--- config.mk ---
export PLATFORM = sky130hd
export DESIGN_NAME = vga_timing_gen
export DESIGN_NICKNAME = d
export VERILOG_FILES = /design/src/rtl/vga_pkg.sv /design/src/rtl/vga_timing_axis.sv /design/src/rtl/vga_timing_gen.sv
export SDC_FILE = /design/constraint.sdc
export NUM_CORES = 1
export LEC_CHECK = 0
export CORE_ASPECT_RATIO = 1.1
export CORE_MARGIN = 4
export CORE_UTILIZATION = 55
export CTS_CLUSTER_SIZE = 30
export DETAILED_ROUTE_END_ITERATION = 7
export HOLD_SLACK_MARGIN = 0.08
export PLACE_DENSITY = 0.82
export SLEW_MARGIN = 15
export SYNTH_ARGS = -nofsm -noshare
export SYNTH_HDL_FRONTEND = slang
export SYNTH_SLANG_ARGS = --single-unit
--- constraint.sdc ---
create_clock -name vga_clk -period 3.9 [get_ports vga_clk]
set_clock_uncertainty 0.1 [all_clocks]
set_input_delay 1.17 -clock vga_clk [delete_from_list [all_inputs] [get_ports vga_clk]]
set_output_delay 1.17 -clock vga_clk [all_outputs]
set_load 0.005 [all_outputs]
--- src/rtl/vga_pkg.sv ---
// Shared raster-timing types and default 640x480 @ 60 Hz constants.
package vga_pkg;

   typedef enum logic [1:0] {
      ACTIVE = 2'd0,
      FRONT  = 2'd1,
      SYNC   = 2'd2,
      BACK   = 2'd3
   } phase_t;

   localparam int unsigned CNT_W = 10;

   localparam int unsigned H_VISIBLE_DEF = 640;
   localparam int unsigned H_FRONT_DEF   = 16;
   localparam int unsigned H_SYNC_DEF    = 96;
   localparam int unsigned H_BACK_DEF    = 48;

   localparam int unsigned V_VISIBLE_DEF = 480;
   localparam int unsigned V_FRONT_DEF   = 10;
   localparam int unsigned V_SYNC_DEF    = 2;
   localparam int unsigned V_BACK_DEF    = 33;

   function automatic int unsigned axis_total(input int unsigned visible, input int unsigned front,
                                              input int unsigned sync, input int unsigned back);
      return visible + front + sync + back;
   endfunction

   function automatic int unsigned h_total(input int unsigned visible, input int unsigned front,
                                           input int unsigned sync, input int unsigned back);
      return axis_total(visible, front, sync, back);
   endfunction

   function automatic int unsigned v_total(input int unsigned visible, input int unsigned front,
                                           input int unsigned sync, input int unsigned back);
      return axis_total(visible, front, sync, back);
   endfunction

endpackage

--- src/rtl/vga_timing_axis.sv ---
// One raster axis: wrapping counter plus ACTIVE/FRONT/SYNC/BACK phase tracker.
// Decodes are taken from the next state so a downstream register lines up with count.
module vga_timing_axis
   import vga_pkg::*;
#(
   parameter int unsigned VISIBLE = H_VISIBLE_DEF,
   parameter int unsigned FRONT   = H_FRONT_DEF,
   parameter int unsigned SYNC    = H_SYNC_DEF,
   parameter int unsigned BACK    = H_BACK_DEF,
   parameter int unsigned CW      = CNT_W
) (
   input  logic          vga_clk,
   input  logic          reset,
   input  logic          advance,
   output logic [CW-1:0] count,
   output logic [CW-1:0] next_count,
   output phase_t        phase,
   output logic          active,
   output logic          sync_n,
   output logic          wrap
);

   localparam int unsigned TOTAL = axis_total(VISIBLE, FRONT, SYNC, BACK);

   localparam logic [CW-1:0] LAST_CNT  = CW'(TOTAL - 1);
   localparam logic [CW-1:0] END_ACT   = CW'(VISIBLE - 1);
   localparam logic [CW-1:0] END_FRONT = CW'(VISIBLE + FRONT - 1);
   localparam logic [CW-1:0] END_SYNC  = CW'(VISIBLE + FRONT + SYNC - 1);

   logic [CW-1:0] count_q;
   phase_t        phase_q;
   phase_t        phase_d;

   // Next count and next phase; each phase change fires one count before its boundary.
   always_comb begin
      wrap       = advance && (count_q == LAST_CNT);
      next_count = count_q;
      phase_d    = phase_q;
      if (advance) begin
         next_count = wrap ? '0 : count_q + CW'(1);
         case (phase_q)
            vga_pkg::ACTIVE: if (count_q == END_ACT)   phase_d = vga_pkg::FRONT;
            vga_pkg::FRONT:  if (count_q == END_FRONT) phase_d = vga_pkg::SYNC;
            vga_pkg::SYNC:   if (count_q == END_SYNC)  phase_d = vga_pkg::BACK;
            vga_pkg::BACK:   if (wrap)                 phase_d = vga_pkg::ACTIVE;
            default:         if (wrap)                 phase_d = vga_pkg::ACTIVE;
         endcase
      end
      active = (phase_d == vga_pkg::ACTIVE);
      sync_n = (phase_d != vga_pkg::SYNC);
   end

   always_ff @(posedge vga_clk) begin
      if (reset) begin
         count_q <= '0;
         phase_q <= vga_pkg::ACTIVE;
      end else begin
         count_q <= next_count;
         phase_q <= phase_d;
      end
   end

   assign count = count_q;
   assign phase = phase_q;

endmodule

--- src/rtl/vga_timing_gen.sv ---
// Raster timing for the sprite/tile mappers: DrawX/DrawY, blank, pulses and
// hs/vs delayed to match the mappers' two-cycle colour pipeline.
module vga_timing_gen
   import vga_pkg::*;
#(
   parameter int unsigned H_VISIBLE  = H_VISIBLE_DEF,
   parameter int unsigned H_FRONT    = H_FRONT_DEF,
   parameter int unsigned H_SYNC     = H_SYNC_DEF,
   parameter int unsigned H_BACK     = H_BACK_DEF,
   parameter int unsigned V_VISIBLE  = V_VISIBLE_DEF,
   parameter int unsigned V_FRONT    = V_FRONT_DEF,
   parameter int unsigned V_SYNC     = V_SYNC_DEF,
   parameter int unsigned V_BACK     = V_BACK_DEF,
   parameter int unsigned SYNC_DELAY = 2,
   parameter int unsigned FC_W       = 16
) (
   input  logic             vga_clk,
   input  logic             reset,
   output logic [9:0]       DrawX,
   output logic [9:0]       DrawY,
   output logic             blank,
   output logic             hs,
   output logic             vs,
   output logic             frame_start,
   output logic             line_end,
   output logic [FC_W-1:0]  frame_count
);

   localparam int unsigned H_TOTAL = h_total(H_VISIBLE, H_FRONT, H_SYNC, H_BACK);

   logic             run_q;
   logic [CNT_W-1:0] h_next;
   logic [CNT_W-1:0] v_next;
   phase_t           h_phase;
   phase_t           v_phase;
   logic             h_active;
   logic             v_active;
   logic             h_sync_n;
   logic             v_sync_n;
   logic             h_wrap;
   logic             v_wrap;

   logic             blank_q;
   logic             frame_start_q;
   logic             line_end_q;
   logic [FC_W-1:0]  frame_count_q;
   logic [1:0]       sync_pipe_q [SYNC_DELAY+1];

   // run_q holds both counters at (0,0) for the first edge out of reset so that
   // pixel (0,0) is presented with blank and frame_start already asserted.
   vga_timing_axis #(
      .VISIBLE (H_VISIBLE),
      .FRONT   (H_FRONT),
      .SYNC    (H_SYNC),
      .BACK    (H_BACK),
      .CW      (CNT_W)
   ) u_h_axis (
      .vga_clk    (vga_clk),
      .reset      (reset),
      .advance    (run_q),
      .count      (DrawX),
      .next_count (h_next),
      .phase      (h_phase),
      .active     (h_active),
      .sync_n     (h_sync_n),
      .wrap       (h_wrap)
   );

   vga_timing_axis #(
      .VISIBLE (V_VISIBLE),
      .FRONT   (V_FRONT),
      .SYNC    (V_SYNC),
      .BACK    (V_BACK),
      .CW      (CNT_W)
   ) u_v_axis (
      .vga_clk    (vga_clk),
      .reset      (reset),
      .advance    (h_wrap),
      .count      (DrawY),
      .next_count (v_next),
      .phase      (v_phase),
      .active     (v_active),
      .sync_n     (v_sync_n),
      .wrap       (v_wrap)
   );

   always_ff @(posedge vga_clk) begin
      if (reset) begin
         run_q         <= 1'b0;
         blank_q       <= 1'b0;
         frame_start_q <= 1'b0;
         line_end_q    <= 1'b0;
         frame_count_q <= '0;
         for (int i = 0; i <= int'(SYNC_DELAY); i++) sync_pipe_q[i] <= 2'b11;
      end else begin
         run_q         <= 1'b1;
         blank_q       <= h_active && v_active;
         frame_start_q <= (h_next == '0) && (v_next == '0);
         line_end_q    <= (h_next == CNT_W'(H_TOTAL - 1));
         if (v_wrap) frame_count_q <= frame_count_q + FC_W'(1);
         // Stage 0 is aligned with DrawX; each further stage adds one clock of lag.
         sync_pipe_q[0] <= {h_sync_n, v_sync_n};
         for (int i = 1; i <= int'(SYNC_DELAY); i++) sync_pipe_q[i] <= sync_pipe_q[i-1];
         assert ((h_phase == ACTIVE) == (DrawX < CNT_W'(H_VISIBLE)));
         assert ((v_phase == ACTIVE) == (DrawY < CNT_W'(V_VISIBLE)));
      end
   end

   assign blank       = blank_q;
   assign frame_start = frame_start_q;
   assign line_end    = line_end_q;
   assign frame_count = frame_count_q;
   assign hs          = sync_pipe_q[SYNC_DELAY][1];
   assign vs          = sync_pipe_q[SYNC_DELAY][0];

endmodule

==> impl_metrics.csv <==
group,metric,value,unit
status,status,"finished, final reports clean",
drt,num_vias,2288,
clocking,cts.sinks,50,
worst_setup_path,cp_slowest_cell,"dfxtp_1",
floorplan,rows,25,
synthesis,synth_edf_count,0,
synthesis,yosys_warnings,0,
global_routing,track_usage,20.1,%
power,leakagePower,1.08,nW
synthesis,ys_seq_elements,50,
floorplan,die_width,73.3,microns
worst_setup_path,cp.arrival,1.47,ns
timing,rsz0062_at_grt,"no",
clocking,clkTransAtPathRegs,0.08,ns
worst_setup_path,path_buf_inv,1,
worst_setup_path,endpoint_kind,"output port",
drt,route.detailed.drc,0,
timing,tightest_slew,0.547,ns
clocking,cts_setup_buffers,0,
placement,post-place-ws,1.29,ns
timing,hold_slack,0.312,ns
power,intPower,0.000716,W
synthesis,synth_ff_type,"dfxtp_1",
placement,gp_congestion,0.832,
power,ir_drop,160,uV
floorplan,dieArea,5850,sq um
synthesis,syn_area_per_cell,8.46,sq um
drt,wl_per_cell,14.0,microns
clocking,cts_made_buffers,5,
global_routing,grt_max_degree,47,
synthesis,async_flop_share,0,%
placement,hpwlAfterDp,3910,microns
worst_setup_path,required,2.63,ns
cells_and_area,fin_nets,346,
global_routing,grt_overflow,0,
timing,fin_ws,1.16,ns
drt,drt-total-wl,5500,microns
timing,period_needed,2.74,ns
power,p_clk_share,39.2,%
floorplan,initial_core_util,58.5,%
synthesis,synth_fp_nets,312,
timing,slew_violations,0,
flow_run,maxCapViolCount,0,
global_routing,grt_pass1_vias,2170,
clocking,worstSkewPairLatency,0.30,ns
floorplan,io_pins,43,
timing,hold_viol_final,0,
worst_hold_path,hp-class,"flop to flop",
drt,drtAntennaViolNets,0,
power,pwr-share-seq,57.6,%
floorplan,core-area,4410,sq um
synthesis,ys_seq_area_share,38.8,%
power,switching_share,20.4,%
drt,firstDrtPassIters,4,
power,combPwrFrac,3.1,%
worst_setup_path,path_delay_family,"flip-flops",
clocking,clockRootBuffer,"clkbuf_8",
power,p_per_area,289,nW/um^2
drt,drt-initial-drc-count,191,
cells_and_area,area_delta_synth_final,20.4,%
synthesis,syn_inst,305,
power,switching_power,0.000183,W
cells_and_area,drive_gt1_share,8.53,%
worst_setup_path,critical_path.max_fanout,12,
timing,relSlewSlack,63.6,%
synthesis,netlist_area,2580,sq um
cells_and_area,n_antenna_cell,0,
placement,io_buffer_count,42,
clocking,cts_tree,"yes",
global_routing,antenna_found_initial,0,
clocking,cts_resized,0,
worst_setup_path,path_cells,"clkdlybuf4s50_1",
worst_setup_path,crit_type,"flop to output port",
timing,tns,0,ns
global_routing,grt_pass1_wl,9540,microns
clocking,cts_hold_buf,0,
drt,viasPerCell,5.81,
timing,max_freq,0.365,GHz
clocking,htreeDepth,2,
worst_setup_path,critPathMaxStageDelay,0.59,ns
timing,setup_viol,0,
worst_setup_path,cp-start-kind,"flop",
timing,finalCritPeriodShare,70.3,%
floorplan,die_h,79.9,microns
clocking,clk_path_buf_depth,2,
synthesis,synth.distinct_cells,56,
-- flip-flops by register name, indices dropped and copies added, names as in the netlist, 2 cells and up --
register	flops
frame_count	16
u_h_axis.count	10
u_h_axis.phase	2
sync_pipe_q	6
u_v_axis.phase	2
u_v_axis.count	10
-- worst paths after layout --
check	from	to	cells after the start	slack [ns]
max	u_h_axis.count[4]	DrawX[4]	1	1.16
min	sync_pipe_q[0][2]	sync_pipe_q[0][4]	1	0.31
max reg2reg	u_h_axis.count[0]	frame_count[11]	7	1.28
min reg2reg	sync_pipe_q[0][2]	sync_pipe_q[0][4]	1	0.31
-- cell type report --
class	count	area, sq um
multi-input combinational	227	1450
fill	368	1300
sequential	50	1000
timing repair buffer	44	435
clock buffer	5	68.8
tap	54	67.6
inverter	11	41.3
clock inverter	3	40.0
-- power groups by stage --
stage,clock network [W],logic (W),registers [W]
floorplan,0,0.0000173,0.000529
global placement,0,0.0000285,0.000529
detailed placement,0,0.0000286,0.000530
CTS,0.000361,0.0000286,0.000518
global route,0.000380,0.0000312,0.000519
finish,0.000353,0.0000282,0.000518
-- per-layer routing --
layer	up-vias	global-route usage, %	share of wire [%]
met5	-	0	0
met4	0	5.62	0.93
met3	5	3.90	5.2
met2	66	33.3	47
met1	1062	26.3	46
li1	1155	-	-
-- logic make-up (layout without fill, tap and decap cells) --
| family | count (synthesis) | in the layout | synth area share [%] |
|---|---|---|---|
| xor+xnor | 25 | 25 | 8.48 |
| flops | 50 | 50 | 38.8 |
| mux | 4 | 4 | 1.65 |
| buf+inv | 28 | 63 | 4.90 |
| simple gates | 149 | 149 | 32.5 |
| fa+ha+maj | 5 | 5 | 2.42 |
| compound gates | 44 | 44 | 11.3 |
-- stage by stage --
| stage | std cells | cell area, sq um | utilization [%] | power [W] |
|---|---|---|---|---|
| 2_1_floorplan | 305 | 2580 | - | 0.000547 |
| 3_3_place_gp | 386 | 3000 | 68.0 | 0.000558 |
| 3_5_place_dp | 386 | 3000 | 68.0 | 0.000558 |
| 4_1_cts | 394 | 3110 | 70.5 | 0.000908 |
| 5_1_grt | 394 | 3110 | 70.5 | 0.000930 |
| 6_report | 394 | 3110 | 70.5 | 0.000898 |
-- synthesized netlist by cell type, drive strengths merged, types with 2 or more instances --
cell type | number | area, sq um
dfxtp | 50 | 1000
nor2 | 42 | 160
nand2 | 19 | 71.3
nor3 | 18 | 95.1
xnor2 | 17 | 149
a21oi | 12 | 60.1
nand4 | 12 | 90.1
and3 | 11 | 68.8
inv | 11 | 41.3
nand3 | 10 | 67.6
clkbuf | 9 | 33.8
buf | 8 | 51.3
xor2 | 8 | 70.1
o21ai | 7 | 35.0
a31oi | 6 | 37.5
ha | 5 | 62.6
nor4 | 5 | 43.8
or2 | 5 | 31.3
a22oi | 4 | 35.0
and4 | 4 | 35.0
or3 | 4 | 25.0
nand2b | 3 | 18.8
nor2b | 3 | 18.8
a41oi | 2 | 17.5
and2 | 2 | 12.5
and4bb | 2 | 25.0
mux2 | 2 | 22.5
mux2i | 2 | 20.0
nand3b | 2 | 15.0
nor3b | 2 | 15.0
o22ai | 2 | 12.5
or4 | 2 | 18.8
-- cells in the final DEF, fill, tap and decap left out, drive strengths merged, types with 3 or more instances in the layout --
master         instances
dfxtp                 50
clkdlybuf4s50         42
nor2                  42
nand2                 19
nor3                  18
xnor2                 17
a21oi                 12
nand4                 12
inv                   11
and3                  11
nand3                 10
xor2                   8
o21ai                  7
a31oi                  6
or2                    5
ha                     5
clkbuf                 5
nor4                   5
and4                   4
or3                    4
a22oi                  4
nand2b                 3
nor2b                  3
Note: power is estimated with default switching activity, not from simulation.
